--- config.mk ---
export PLATFORM = sky130hd
export DESIGN_NAME = game_level_ctrl
export DESIGN_NICKNAME = d
export VERILOG_FILES = /design/src/rtl/game_pkg.sv /design/src/rtl/vsync_edge.sv /design/src/rtl/game_level_ctrl.sv
export SDC_FILE = /design/constraint.sdc
export NUM_CORES = 1
export LEC_CHECK = 0
export BUFFER_PORTS_ARGS = -buffer_cell sky130_fd_sc_hd__buf_2
export CORE_ASPECT_RATIO = 1.5
export CORE_MARGIN = 2
export CORE_UTILIZATION = 54
export DETAILED_ROUTE_END_ITERATION = 6
export PLACE_DENSITY = 0.75
export SLEW_MARGIN = 0
export SYNTH_ARGS = -nofsm -noshare
export SYNTH_HDL_FRONTEND = slang
export SYNTH_HIERARCHICAL = 1
export SYNTH_SLANG_ARGS = --single-unit
export TNS_END_PERCENT = 100
--- constraint.sdc ---
create_clock -name clk -period 6.3 [get_ports clk]
set_input_delay 1.26 -clock clk [delete_from_list [all_inputs] [get_ports clk]]
set_output_delay 1.26 -clock clk [all_outputs]
set_load 0.005 [all_outputs]
--- src/rtl/game_pkg.sv ---
// Shared encodings and widths for the level controller and its helpers.
package game_pkg;

    localparam int unsigned LEVEL_W       = 4;
    localparam int unsigned TIME_W        = 11;
    localparam int unsigned PAUSE_W       = 8;
    localparam int unsigned MAX_LEVEL_DEF = 9;

    typedef enum logic [2:0] {
        StIdle  = 3'd0,
        StPlay  = 3'd1,
        StPause = 3'd2,
        StWin   = 3'd3,
        StLose  = 3'd4
    } game_state_e;

endpackage

--- src/rtl/vsync_edge.sv ---
// Rising-edge detector on v_sync_in; frame_tick is a registered one-cycle pulse.
module vsync_edge (
    input  logic clk,
    input  logic rst,
    input  logic v_sync_in,
    output logic frame_tick
);

    logic vs_prev_q;
    logic tick_q;

    always_ff @(posedge clk or posedge rst) begin
        if (rst) begin
            vs_prev_q <= 1'b0;
            tick_q    <= 1'b0;
        end else begin
            vs_prev_q <= v_sync_in;
            tick_q    <= v_sync_in & ~vs_prev_q;
        end
    end

    assign frame_tick = tick_q;

endmodule

--- src/rtl/game_level_ctrl.sv ---
// Level sequencing FSM: per-level frame timer, inter-level pause, win/lose handling.
module game_level_ctrl
    import game_pkg::*;
#(
    parameter int unsigned FRAME_LIMIT  = 1800,
    parameter int unsigned PAUSE_FRAMES = 120,
    parameter int unsigned MAX_LEVEL    = MAX_LEVEL_DEF
) (
    input  logic               clk,
    input  logic               rst,
    input  logic               v_sync_in,
    input  logic               start,
    input  logic               level_done,
    input  logic               fail,
    output logic [LEVEL_W-1:0] level,
    output logic [TIME_W-1:0]  time_left,
    output logic               playing,
    output logic               frame_tick,
    output logic               game_over,
    output logic               game_won
);

    localparam logic [TIME_W-1:0]  FrameLimit  = TIME_W'(FRAME_LIMIT);
    localparam logic [PAUSE_W-1:0] PauseFrames = PAUSE_W'(PAUSE_FRAMES);
    localparam logic [LEVEL_W-1:0] MaxLevel    = LEVEL_W'(MAX_LEVEL);
    localparam logic [LEVEL_W-1:0] FirstLevel  = LEVEL_W'(1);

    game_state_e        state_q, state_d;
    logic [LEVEL_W-1:0] level_q, level_d;
    logic [TIME_W-1:0]  time_q, time_d;
    logic [PAUSE_W-1:0] pause_q, pause_d;
    logic               playing_q, game_over_q, game_won_q;
    logic               tick;

    vsync_edge u_vsync_edge (
        .clk        (clk),
        .rst        (rst),
        .v_sync_in  (v_sync_in),
        .frame_tick (tick)
    );

    always_comb begin
        state_d = state_q;
        level_d = level_q;
        time_d  = time_q;
        pause_d = pause_q;
        case (state_q)
            StIdle: begin
                level_d = FirstLevel;
                time_d  = FrameLimit;
                pause_d = '0;
                if (start) begin
                    state_d = StPlay;
                end
            end
            StPlay: begin
                // fail outranks level_done, which outranks the frame countdown
                if (fail) begin
                    state_d = StLose;
                end else if (level_done) begin
                    if (level_q < MaxLevel) begin
                        state_d = StPause;
                        level_d = level_q + FirstLevel;
                        pause_d = PauseFrames;
                    end else begin
                        state_d = StWin;
                    end
                end else if (tick) begin
                    if (time_q <= TIME_W'(1)) begin
                        time_d  = '0;
                        state_d = StLose;
                    end else begin
                        time_d = time_q - TIME_W'(1);
                    end
                end
            end
            StPause: begin
                if (pause_q == '0) begin
                    state_d = StPlay;
                    time_d  = FrameLimit;
                end else if (tick) begin
                    if (pause_q == PAUSE_W'(1)) begin
                        pause_d = '0;
                        state_d = StPlay;
                        time_d  = FrameLimit;
                    end else begin
                        pause_d = pause_q - PAUSE_W'(1);
                    end
                end
            end
            StWin, StLose: begin
                if (start) begin
                    state_d = StPlay;
                    level_d = FirstLevel;
                    time_d  = FrameLimit;
                end
            end
            default: begin
                state_d = StIdle;
                level_d = FirstLevel;
                time_d  = FrameLimit;
                pause_d = '0;
            end
        endcase
    end

    always_ff @(posedge clk or posedge rst) begin
        if (rst) begin
            state_q     <= StIdle;
            level_q     <= FirstLevel;
            time_q      <= FrameLimit;
            pause_q     <= '0;
            playing_q   <= 1'b0;
            game_over_q <= 1'b0;
            game_won_q  <= 1'b0;
        end else begin
            state_q     <= state_d;
            level_q     <= level_d;
            time_q      <= time_d;
            pause_q     <= pause_d;
            playing_q   <= (state_d == StPlay);
            game_over_q <= (state_d == StLose);
            game_won_q  <= (state_d == StWin);
        end
    end

    assign level      = level_q;
    assign time_left  = time_q;
    assign playing    = playing_q;
    assign frame_tick = tick;
    assign game_over  = game_over_q;
    assign game_won   = game_won_q;

endmodule

==> results.cfg, run 1 <==
[sta]
maxSlewHeadroom_pct = 25.7
tns_ns = 0
worst_pin_slew_ns = 1.11
rsz0062_at_grt = no
fin_crit_sh_pct = 45.7
finalWorstPathRequiredPeriod_ns = 2.88
fmaxAchievable_ghz = 0.347
skew_ns = 0.00616
finalSetupViolCount = 0
hold_viol_final = 0
slew_violations = 0

[grt]
grt_pass1_wl_mm = 7.60
track_usage_pct = 25.1
grt_overflow_total = 0
grt_pass1_vias = 1678
antenna_found_initial = 0
grt_max_degree = 30

[cts]
cts-resized-gates = 0
cts_max_level = 2
cts_sinks = 31
cts_buffers = 5
post_cts_buffers = 0
cts_buffer_depth = 2
cts.clk_slew.worst_paths_ns = 0.06
clk_latency_ns = 0.29
ctsHoldBuffers = 0
cts_tree = done
cts_root_buf = clkbuf_8

[logic_synthesis]
netlist_area_um2 = 1890
post-synth-top-area-cell = dfrtp_1
synth_edf_count = 0
synthDistinctLibCells = 54
yosysTopAreaCellShare_pct = 34.4
synth_warnings = 6
syn_nets = 213
synth_top_flop_cell = dfrtp_1
synth_seq_area_share_pct = 41.4
synth-seq-cells = 31
syn_avg_cell_area_um2 = 9.45
postSynthCellCount = 200
ys_top_cells_by_area = dfrtp_1, dfstp_2, ha_1
synth-async-reset-ratio_pct = 100

[cells_and_area]
seqCellArea_um2 = 782
drive_gt1_share_pct = 21.6
area_delta_synth_final_pct = 13.3
diodes = 0
multiInputGateArea_um2 = 1040
fillCellCount = 309
final_cells = 269
fin_nets = 239

[worst_setup_path]
crit_cells = 6
endpoint_kind = flip-flop
start_kind = input port
crit_type = in -> reg
rr_startpoint = pause_q[3]
cpPeakStageDelay_ns = 0.74
crit_slowest_cell = nor4_4
cp_data_arrival_time_ns = 3.10
cp-startpoint = start
cp_data_required_time_ns = 6.52
r2r-end = time_left[6]
endpoint = time_left[6]
worst-r2r-setup-slack_ns = 3.65
crit_chain = buf_2 > nand2b_1 > a21oi_1 > nor4_4 > nor3b_2 > a32o_1
crit_buf_inv = 1
rr_worst_depth = 5
crit_family = simple AND/OR/NAND/NOR gates
crit_fanout = 16

[placement]
io_buffer_count = 24
hpwlAfterDp_mm = 3.35
routabilityCongestion = 0.887
dpl.cell_count = 261

[routing]
firstDrtPassIters = 4
drt_iter0_markers = 54
final_antenna_net_count = 0
drc_errors = 0
vias = 1646
via_per_inst = 6.12
wl_per_cell_um = 16.7
drt-total-wl_mm = 4.48

[floorplanning]
die_y_um = 76.5
num_io_pins = 25
die_area_um2 = 4000
initial_core_util_pct = 55.9
rows = 26
fp.coreArea_um2 = 3380
die-width_um = 52.3

[pwr]
p_per_area_nw_per_um2 = 509
p_leak_nw = 0.991
peakVddDrop_v = 0.000350

[status]
status = finished, final reports clean

[worst_hold_path]
hold_path_class = reg -> reg

[job]
drv_cap = 0
-- synth_stat cells, types with 2 or more instances --
library cell   n
a21o_1         4
a21oi_1        7
a22o_1         9
a31oi_1        4
a41oi_1        2
and3_1         2
buf_2          2
clkbuf_1       3
dfrtp_1       26
dfstp_2        5
ha_1           7
inv_1         13
mux2i_1        2
nand2_1       13
nand2b_1       6
nand3_1        4
nand4_1        4
nor2_1        22
nor2b_1        3
nor3_1         7
nor3b_1        2
nor4_4         2
o211ai_1       2
o21ai_0        5
o21ai_1       12
or3b_1         3
or4_4          2
-- sequential cells by signal, summed over array words and instances, names as in the netlist --
name,count
game_over,1
u_vsync_edge/frame_tick,1
game_won,1
playing,1
level,4
state_q,3
pause_q,8
u_vsync_edge/vs_prev_q,1
time_left,11
-- worst min-delay path by stage --
stage / start / to / cells after the start / slack (ns)
6_report: u_vsync_edge/vs_prev_q / u_vsync_edge/frame_tick / 1 / 0.45
5_1_grt: u_vsync_edge/vs_prev_q / u_vsync_edge/frame_tick / 1 / 0.48
4_1_cts: u_vsync_edge/vs_prev_q / u_vsync_edge/frame_tick / 1 / 0.46
3_5_place_dp: u_vsync_edge/vs_prev_q / u_vsync_edge/frame_tick / 1 / 0.44
3_3_place_gp: u_vsync_edge/vs_prev_q / u_vsync_edge/frame_tick / 1 / 0.44
2_1_floorplan: u_vsync_edge/vs_prev_q / u_vsync_edge/frame_tick / 1 / 0.43
-- stage by stage --
stage / instance area (um^2) / util [%] / worst slack, ns / power, W / hold WS, ns
3_5_place_dp: 2040 / 60.4 / 3.14 / 0.000914 / 0.442
2_1_floorplan: 1890 / - / 3.84 / 0.000776 / 0.429
4_1_cts: 2140 / 63.3 / 3.42 / 0.00109 / 0.457
5_1_grt: 2140 / 63.3 / 3.26 / 0.00118 / 0.477
6_report: 2140 / 63.3 / 3.42 / 0.00109 / 0.454
3_3_place_gp: 2040 / 60.4 / 3.30 / 0.000886 / 0.437
-- area by class of cell --
type	count	area share [%]
multi-input cells	151	48.5
clock buffers	8	4.67
repair buffers	24	5.61
inverters	13	2.28
flip-flops and latches	31	36.5
well taps	42	2.45
-- cells by family (layout without fill, tap and decap cells) --
| group | count (synthesis) | after routing | synth area share (%) |
|---|---|---|---|
| mux | 3 | 3 | 1.65 |
| compound gates | 60 | 60 | 22.7 |
| fa+ha+maj | 7 | 7 | 4.63 |
| xor+xnor | 1 | 1 | 0.463 |
| buf+inv | 18 | 45 | 3.71 |
| flops | 31 | 31 | 41.4 |
| simple gates | 80 | 80 | 25.5 |
-- layout by cell type (no fill, tap or decap), drive strengths merged, types with 3 or more instances in the layout --
cell and n:
a31oi 4, a21oi 8, a22o 9, a21o 4
clkbuf 8, or3b 3, ha 7, buf 24
nor3b 3, nor2 22, nand2 13, nor3 8
nand4 4, o21ai 17, inv 13, nand2b 6
dfrtp 26, dfstp 5, nand3 4, nor2b 4
-- per-layer routing --
| metal | vias up | part of all wire, % | track usage, % |
|---|---|---|---|
| met3 | 15 | 2.9 | 4.51 |
| met1 | 809 | 40 | 27.3 |
| li1 | 790 | - | - |
| met2 | 32 | 54 | 44.5 |
| met4 | 0 | 3.1 | 12.1 |
| met5 | - | 0 | 0 |
-- power by group --
part           internal, W  leakage [nW]  switching [W]  total [W]
combinational     0.000236         0.539       0.000331   0.000567
sequential        0.000266         0.400      0.0000845   0.000350
clock            0.0000996        0.0515      0.0000732   0.000173
Power figures use the tool's default switching activity.
==> run 2: changes to the inputs <==
CORE_UTILIZATION = 52   (was 54)
PLACE_DENSITY = 0.76   (was 0.75)
clock period = 2.6 ns   (was 6.3 ns; I/O delays follow)
==> run 2 against run 1 <==
  * Combinational power is 150% higher
  * Core utilization is 0.87 points lower
  * Non-clock buffer count is 4 higher
  * Critical path type is now reg -> reg
  * Final cell count is 1.5% higher
  * Highest routed layer unchanged
  * Final area is 0.53% higher
  * Sequential share of layout area is 0.19 points lower
  * Critical endpoint is now playing
==> results.cfg, run 2 (synthesis results as in run 1) <==
[floorplanning]
die_area_um2 = 4140
fp.coreArea_um2 = 3450
rows = 26
num_io_pins = 25
die_y_um = 77.9
die-width_um = 53.2
initial_core_util_pct = 54.8

[sta]
fmaxAchievable_ghz = 0.450
finalWorstPathRequiredPeriod_ns = 2.22
maxSlewHeadroom_pct = 50.2
fin_crit_sh_pct = 85.5
skew_ns = 0.00413
holdWs_ns = 0.0891
finalSetupViolCount = 0
hold_viol_final = 0
slew_violations = 0
rsz0062_at_grt = no
tns_ns = 0
worst_pin_slew_ns = 0.746

[cts]
cts_tree = done
clk_latency_ns = 0.28
cts_root_buf = clkbuf_8
cts_sinks = 31
cts_max_level = 2
ctsHoldBuffers = 0
cts.clk_slew.worst_paths_ns = 0.06
cts_buffer_depth = 2
cts-resized-gates = 0
post_cts_buffers = 0
cts_buffers = 5

[worst_setup_path]
cpMostUsedCell = or4_4
start_kind = flip-flop
rr_worst_depth = 5
r2r-end = playing
crit_slowest_cell = or4_4
crit_chain = or4_4 > or3_4 > or4_4 > a21oi_2 > nor2_1
crit_type = reg -> reg
worst-r2r-setup-slack_ns = 0.38
cp_data_required_time_ns = 2.75
rr_startpoint = time_left[4]
endpoint_kind = flip-flop
crit_fanout = 8
cpPeakStageDelay_ns = 0.54
cp_data_arrival_time_ns = 2.37

[grt]
grt_pass1_wl_mm = 7.26
antenna_found_initial = 0
grt_pass1_vias = 1647
grt_overflow_total = 0
grt_max_degree = 30
track_usage_pct = 23.4

[routing]
drt_iter0_markers = 40
wl_per_cell_um = 15.6
vias = 1650
firstDrtPassIters = 4
drc_errors = 0
drt-total-wl_mm = 4.26
via_per_inst = 6.04
final_antenna_net_count = 0

[pwr]
p_per_area_nw_per_um2 = 1200
p_leak_nw = 1.00
peakVddDrop_v = 0.000869
totalPowerFinal_w = 0.00259

[cells_and_area]
final_common_cell = dfrtp_1
area_delta_synth_final_pct = 13.9
largest_register_ffs = 11
fin_nets = 243
final_cell_mix = dfrtp_1, buf_2, nor2_1
design_area_um2 = 2150
diodes = 0
drive_gt1_share_pct = 22.5

[placement]
hpwlAfterDp_mm = 3.22
post_dp_cell_area_um2 = 2070
routabilityCongestion = 0.873
io_buffer_count = 24

[job]
drv_cap = 0

[status]
status = finished, final reports clean

[worst_hold_path]
hold_path_class = in -> async
run 2: worst max-delay path: cells and delay by family (launching register included):
family	cells	cell delay (ns)
and+or+nand+nor	4	1.46
AOI/OAI and AO/OA	1	0.18
DFF	1	0.45
run 2: through the flow:
step	worst slack [ns]	cells	utilization [%]
2_1_floorplan	0.464	200	-
3_3_place_gp	0.417	265	60.1
3_5_place_dp	0.392	265	60.1
4_1_cts	0.379	273	62.4
5_1_grt	0.268	273	62.4
6_report	0.377	273	62.4
run 2: final cells by class:
type                       count  area [um^2]
inverter                      13         48.8
clock buffer                   7         76.3
clock inverter                 1         5.00
sequential                    31          782
multi-input combinational    151         1040
timing repair buffer          28          150
fill                         311         1290
tap                           42         52.6
run 2: how the worst max path moves through the flow:
stage / start / to / slack (ns) / cells after the start
floorplan: time_left[4] / playing / 0.46 / 5
global placement: time_left[4] / playing / 0.42 / 5
detailed placement: time_left[4] / playing / 0.39 / 5
CTS: time_left[4] / playing / 0.38 / 5
global route: time_left[4] / time_left[7] / 0.27 / 5
finish: time_left[4] / playing / 0.38 / 5
run 2: layer usage:
layer	track usage [%]	up-vias	part of all wire, %
met5	0	-	0
met4	10.8	0	2.8
met3	5.38	12	3.5
met2	42.3	38	56
met1	24.0	798	37
li1	-	802	-
run 2: report_power, final:
group | switching (W) | internal, W | total [W]
clock network | 0.000167 | 0.000187 | 0.000354
registers | 0.000200 | 0.000644 | 0.000844
logic | 0.000790 | 0.000602 | 0.00139
total | 0.00116 | 0.00143 | 0.00259
